File: src/rtl/lu_sweep_sequencer.sv
// Sweeps enabled operand pairs and all 8 logic-unit ops, sampling lu_out after a settle window
// and packing results into a 32-bit truth table indexed by {pair, sel}.
module lu_sweep_sequencer #(
    parameter int unsigned SETTLE = 1
) (
    input  logic        clk,
    input  logic        reset,
    input  logic        start,
    input  logic        abort,
    input  logic [3:0]  pair_mask,
    output logic        lu_a,
    output logic        lu_b,
    output logic [2:0]  lu_sel,
    input  logic        lu_out,
    output logic        busy,
    output logic        done,
    output logic [31:0] truth_table,
    output logic [1:0]  dbg_state
);

    typedef enum logic [1:0] {
        IDLE  = 2'd0,
        FIND  = 2'd1,
        DRIVE = 2'd2,
        DONE  = 2'd3
    } state_t;

    localparam logic [3:0] SETTLE_LAST = 4'(SETTLE - 1);

    state_t     state;
    logic [3:0] mask_q;
    logic [1:0] pair;
    logic [2:0] sel;
    logic [3:0] settle_cnt;
    logic [2:0] first_pair;
    logic [2:0] next_pair;

    // Returns {found, index} of the lowest enabled pair at or above 'from'.
    function automatic logic [2:0] find_pair(input logic [3:0] m, input logic [2:0] from);
        logic [2:0] r;
        r = 3'b000;
        for (int i = 3; i >= 0; i--) begin
            if (m[i] && (3'(i) >= from)) r = {1'b1, 2'(i)};
        end
        return r;
    endfunction

    // FIND is resolved combinationally so the next combo is driven on the leaving edge.
    always_comb begin
        first_pair = find_pair(pair_mask, 3'd0);
        next_pair  = find_pair(mask_q, {1'b0, pair} + 3'd1);
    end

    assign dbg_state = state;

    always_ff @(posedge clk) begin
        if (reset) begin
            state       <= IDLE;
            mask_q      <= 4'd0;
            pair        <= 2'd0;
            sel         <= 3'd0;
            settle_cnt  <= 4'd0;
            lu_a        <= 1'b0;
            lu_b        <= 1'b0;
            lu_sel      <= 3'd0;
            busy        <= 1'b0;
            done        <= 1'b0;
            truth_table <= 32'd0;
        end else begin
            done <= 1'b0;
            case (state)
                IDLE: begin
                    if (start && !abort) begin
                        mask_q      <= pair_mask;
                        truth_table <= 32'd0;
                        settle_cnt  <= 4'd0;
                        sel         <= 3'd0;
                        if (first_pair[2]) begin
                            pair   <= first_pair[1:0];
                            lu_a   <= first_pair[1];
                            lu_b   <= first_pair[0];
                            lu_sel <= 3'd0;
                            busy   <= 1'b1;
                            state  <= DRIVE;
                        end else begin
                            done  <= 1'b1;
                            state <= DONE;
                        end
                    end
                end
                DRIVE: begin
                    if (abort) begin
                        busy   <= 1'b0;
                        lu_a   <= 1'b0;
                        lu_b   <= 1'b0;
                        lu_sel <= 3'd0;
                        state  <= IDLE;
                    end else if (settle_cnt == SETTLE_LAST) begin
                        truth_table[{pair, sel}] <= lu_out;
                        settle_cnt <= 4'd0;
                        if (sel != 3'd7) begin
                            sel    <= sel + 3'd1;
                            lu_sel <= sel + 3'd1;
                        end else if (next_pair[2]) begin
                            pair   <= next_pair[1:0];
                            sel    <= 3'd0;
                            lu_a   <= next_pair[1];
                            lu_b   <= next_pair[0];
                            lu_sel <= 3'd0;
                        end else begin
                            busy   <= 1'b0;
                            done   <= 1'b1;
                            lu_a   <= 1'b0;
                            lu_b   <= 1'b0;
                            lu_sel <= 3'd0;
                            state  <= DONE;
                        end
                    end else begin
                        settle_cnt <= settle_cnt + 4'd1;
                    end
                end
                DONE: state <= IDLE;
                default: state <= IDLE;
            endcase
        end
    end

endmodule

File: config.mk
export PLATFORM = sky130hd
export DESIGN_NAME = lu_sweep_sequencer
export DESIGN_NICKNAME = d
export VERILOG_FILES = /design/src/rtl/lu_sweep_sequencer.sv
export SDC_FILE = /design/constraint.sdc
export NUM_CORES = 1
export LEC_CHECK = 0
export ABC_CLOCK_PERIOD_IN_PS = 2900
export BUFFER_PORTS_ARGS = -buffer_cell sky130_fd_sc_hd__buf_2
export CAP_MARGIN = 30
export CORE_MARGIN = 2
export CORE_UTILIZATION = 40
export CTS_BUF_LIST = sky130_fd_sc_hd__clkbuf_2
export DETAILED_ROUTE_END_ITERATION = 16
export PLACE_DENSITY_LB_ADDON = 0.05
export SETUP_SLACK_MARGIN = 0.15
export SLEW_MARGIN = 20
export SYNTH_ARGS = -nofsm -noshare
export SYNTH_HDL_FRONTEND = slang
export SYNTH_SLANG_ARGS = --single-unit
File: constraint.sdc
create_clock -name clk -period 2.9 [get_ports clk]
set_input_delay 0.29 -clock clk [delete_from_list [all_inputs] [get_ports clk]]
set_output_delay 0.29 -clock clk [all_outputs]
set_load 0.05 [all_outputs]
After elaboration in Yosys (flattened, before gate mapping)
Cells that the tools add are included.
W data, S select, Z words.
{"block": "totals", "ff_bits": 54, "elab_cells": 124, "out_inout_bits": 41, "input_bits": 9}
{"block": "op_classes", "reduce_logical": 19, "eq_ne": 12, "mux": 73, "addsub": 3, "magnitude_cmp": 6}
{"operator": "$mux W32", "count": 3}
{"operator": "$pmux W32 S2", "count": 1}
{"operator": "$mux W3", "count": 18}
{"operator": "$bwmux W32", "count": 1}
{"operator": "$mux W1", "count": 26}
{"operator": "$mux W2", "count": 11}
{"operator": "$ne A3 B3 Y1 const B", "count": 5}
{"operator": "$mux W4", "count": 3}
{"operator": "$ne A2 B2 Y1 const B", "count": 6}
{"operator": "$pmux W3 S2", "count": 2}
{"operator": "$reduce_and A4 Y1", "count": 3}
{"operator": "$reduce_and A5 Y1", "count": 2}
{"operator": "$pmux W1 S2", "count": 4}
{"operator": "$pmux W2 S2", "count": 2}
{"operator": "$pmux W4 S2", "count": 1}
{"operator": "$reduce_and A7 Y1", "count": 1}
{"operator": "$ge A1 B3 Y1 const A", "count": 2}
{"operator": "$ge A2 B3 Y1 const A", "count": 2}
{"operator": "$logic_and A1 B1 Y1", "count": 6}
{"operator": "$lt A5 B6 Y1 const B", "count": 1}
{"operator": "$reduce_and A6 Y1", "count": 1}
{"operator": "$demux W1 S5", "count": 1}
{"operator": "$ge A5 B1 Y1 const B", "count": 1}
{"operator": "$add A4 B1 Y4 const B", "count": 1}
{"operator": "9 further kinds", "count": 9}

Depth between registers and ports, before layout
{"block": "logic_depth", "word_depth": 12, "mapped_depth": 7, "ltp_nobuf": 6}

Least setup slack after synthesis
Ideal clock, no wire load.
{"block": "synth_timing", "kind": "register -> register", "startpoint": "register state[0], in the netlist dbg_state[0]", "endpoint": "register truth_table[16]", "stages_incl_launch_ff": 7, "arrival_time_ps": 1779, "path_slack_ps": 1050, "period_less_slack_ps": 1850, "t_required_ps": 2830, "cell_sequence": "dfxtp_1 buf_4 buf_2 nand3b_1 clkbuf_1 o311ai_0 a21oi_1"}
{"block": "synth_via", "elab_chain_cells": 3, "elab_cells_between_ends": 8, "classes_between": "4 x eq/ne; 1 x mux; 3 x reduce/logical"}
{"item": "from (decl)", "line": "30", "rtl": "state_t state;"}
{"item": "from (signal assigned)", "line": "58", "rtl": "state <= IDLE;"}
{"item": "from (signal assigned)", "line": "84", "rtl": "state <= DRIVE;"}
{"item": "from (signal assigned)", "line": "87", "rtl": "state <= DONE;"}
{"item": "$eq A2 B2 Y1 / $logic_not A2 Y1 (equally long branches)", "line": "71", "rtl": "case (state)"}
{"item": "$ne A2 B2 Y1 (no source line) / $reduce_bool A2 Y1 (equally long branches)"}
{"item": "$reduce_and A4 Y1 (no source line)"}
{"item": "to (signal, indexed assignment)", "line": "99", "rtl": "truth_table[{pair, sel}] <= lu_out;"}
{"item": "to (decl)", "line": "17", "rtl": "output logic [31:0] truth_table,"}
Several ways; a longest one is shown, not always the timed one.
A chain may end at the register's enable or synchronous reset.

Worst setup path after layout
{"block": "layout_timing", "startpoint": "register settle_cnt[0]", "endpoint": "register truth_table[21]"}
{"block": "layout_via", "elab_chain_cells": 3}
{"item": "from (decl)", "line": "34", "rtl": "logic [3:0] settle_cnt;"}
{"item": "from (signal assigned)", "line": "119", "rtl": "settle_cnt <= settle_cnt + 4'd1;"}
{"item": "$logic_not A4 Y1", "line": "98", "rtl": "end else if (settle_cnt == SETTLE_LAST) begin"}
{"item": "$ne A2 B2 Y1 (no source line)"}
{"item": "$reduce_and A4 Y1 (no source line)"}
No other way between the ends.

==> impl_metrics.ini <==
[detailed_routing]
vias = 2553
vias_per_cell = 5.84
drcViolationCount = 0
first_iter_violations = 128
routedWlPerCell_um = 17.3
ant_nets = 0
drt-total-wl_mm = 7.54
drt_first_pass_iters = 4

[clock_network]
clock-root-buffer = clkbuf_2
cts_buffer_depth = 2
insertion_delay_ns = 0.46
tritoncts = done
clk_pin_slew_ns = 0.24
hold_buffers = 0
postCtsResizedCells = 0
cts_buffers = 5
h-tree-depth = 2
cts.sinks = 53
cts_setup_buffers = 0

[layout]
syn_to_final_growth_pct = 13.1
nFillCells = 687
final_nets = 372
antennaDiodeCount = 0
final_core_util_pct = 46.0
multiInputGateArea_um2 = 1540
layout.cells.non_filler = 437
drive_gt1_share_pct = 28.9
seqCellArea_um2 = 1060

[place]
gp_congestion = 0.793
port_buffers = 49
dp_hpwl_mm = 5.28
placed_cells = 429
pre_cts_ws_ns = 0.834

[logic_synthesis]
synth-seq-cells = 53
ys_async_sr_fraction_pct = 0
synthCells = 314
synthFlopType = dfxtp_1
ys_seq_area_share_pct = 39.0
yosys_warnings = 0
ys_types = 46
netlist_area_um2 = 2720
avgSynthCellArea_um2 = 8.66
synth_nets = 330
synth_edf_count = 0

[power_and_ir_drop]
p_leak_nw = 1.12
peakVddDrop_v = 0.000225
pwr_density_cell_nw_per_um2 = 409

[run_status]
status = finished clean

[floorplan]
num_rows = 30
core-area_um2 = 6680
dieArea_um2 = 7470
die_height_um = 86.4
start_util_pct = 40.7
die_w_um = 86.4
ios = 50

[worst_setup_path]
rr_worst_depth = 6
timing.rr.start = settle_cnt[0]
rrSetupSlack_ns = 0.84
crit_path_end_kind = flop
crit_start = settle_cnt[0]
required_ns = 3.28
worstPathMaxFanout = 9
r2r-end = truth_table[21]
endpoint = truth_table[21]
setup.worst_path.class = flop to flop
critPathLaunchType = flop
arrival_ns = 2.43

[grt]
grt_pass1_vias = 2416
grt_usage_pct = 21.2
grt_pass1_wl_mm = 12.6
grt_start_max_net_pins = 40
antenna_found_initial = 0
grt_overflow_total = 0

[timing]
tns_ns = 0
timing.fmax_mhz = 486
hold_viol = 0
slew_headroom_pct = 50.1
rsz0062_at_grt = no
worst_slew_pin_slew_ns = 0.748
setup_viol = 0
fin_worst_hold_slack_ns = 0.114
slew_viol_final = 0
finalCritPeriodShare_pct = 70.9
worst_clock_skew_ns = 0.0432
setup_ws_ns = 0.843
period_needed_ns = 2.06

[hold_path]
hold_path_class = input pin to flop
worstHoldStart = pair_mask[3]

[flow_run]
max-cap-violations = 0
==> through the flow <==
step	power (W)	cell area [um2]
2_1_floorplan	0.000845	2720
3_3_place_gp	0.000884	3010
3_5_place_dp	0.000883	3010
4_1_cts	0.00127	3080
5_1_grt	0.00131	3080
6_report	0.00126	3080
==> cell families after synthesis <==
| group | after synthesis | synth area share [%] |
|---|---|---|
| DFF | 53 | 39.0 |
| muxes | 2 | 0.736 |
| buffers and inverters | 27 | 4.42 |
| adders and majority gates | 7 | 3.22 |
| AOI/OAI and AO/OA | 108 | 26.3 |
| and+or+nand+nor | 117 | 26.3 |
==> final cells by class <==
cell class                 instances  share of cell area [%]
clock buffer                       6                   0.976
clock inverter                     2                    1.10
timing repair buffer              54                    9.19
sequential                        53                    34.5
inverter                           8                   0.976
tap                               80                    3.25
multi-input combinational        234                    50.0
==> layout by cell type, fill, tap and decap left out, drive strengths merged, types with 6 or more instances in the layout <==
cell type | Yosys | layout
or2 | 34 | 34
inv | 8 | 8
nand2 | 24 | 24
nand2b | 9 | 9
nor2 | 9 | 9
dfxtp | 53 | 53
o211ai | 17 | 17
o311ai | 16 | 16
nand3 | 6 | 6
clkbuf | 8 | 6
ha | 7 | 7
o21ai | 7 | 7
buf | 11 | 54
a21oi | 44 | 44
==> worst min-delay path by stage <==
| stage | cells past startpoint | endpoint | slack, ns |
|---|---|---|---|
| 6_report | 3 | mask_q[3] | 0.11 |
| 5_1_grt | 3 | mask_q[2] | 0.06 |
| 4_1_cts | 3 | mask_q[3] | 0.08 |
| 3_5_place_dp | 2 | lu_a | 0.46 |
| 3_3_place_gp | 2 | lu_a | 0.45 |
| 2_1_floorplan | 2 | mask_q[1] | 0.43 |
==> report_power, final <==
group	internal, W	switching [W]	total (W)
logic	0.0000336	0.0000897	0.000123
clock network	0.000147	0.000240	0.000387
registers	0.000739	0.00000883	0.000748
total	0.000919	0.000339	0.00126
==> Yosys cell counts, types with 3 or more instances <==
cell type | instances | share of area (%)
nor2_1 | 8 | 1.1
nand3_1 | 6 | 1.1
or3_1 | 5 | 1.2
a211oi_1 | 5 | 1.4
clkbuf_1 | 8 | 1.1
nor3b_1 | 3 | 0.83
o2111ai_1 | 4 | 1.3
o211ai_1 | 17 | 4.7
a21oi_1 | 44 | 8.1
dfxtp_1 | 53 | 39
a31oi_1 | 3 | 0.69
nand3b_1 | 3 | 0.83
nor2b_1 | 4 | 0.92
nor3_1 | 5 | 0.92
buf_2 | 9 | 1.7
or2_2 | 34 | 7.8
inv_1 | 8 | 1.1
o21ai_0 | 6 | 1.1
nand2_1 | 22 | 3.0
ha_1 | 7 | 3.2
o311ai_0 | 16 | 5.2
nand2b_1 | 9 | 2.1
==> layer usage <==
metal  part of all wire [%]  wire length [um]  GRT usage [%]
met1                     46              3510           27.4
met2                     48              3610           36.5
met3                    4.1               312           3.33
met4                    1.5               116           6.39
met5                      0                 0              0
==> registers in the layout, summed over array words and instances (netlist names) <==
register and cells:
pair 2, truth_table 32, settle_cnt 4, mask_q 3
lu_b 1, lu_sel 3, sel 3, busy 1
dbg_state 2, done 1, lu_a 1
==> critical path, cell delays in order (launching register included) <==
cell and delay (ns):
dfxtp_1 0.38, inv_1 0.09, ha_1 0.17, nor3b_4 0.39, o2111ai_1 0.42, or2_2 0.44
a21oi_1 0.12
Note: power is estimated with default switching activity, not from simulation.
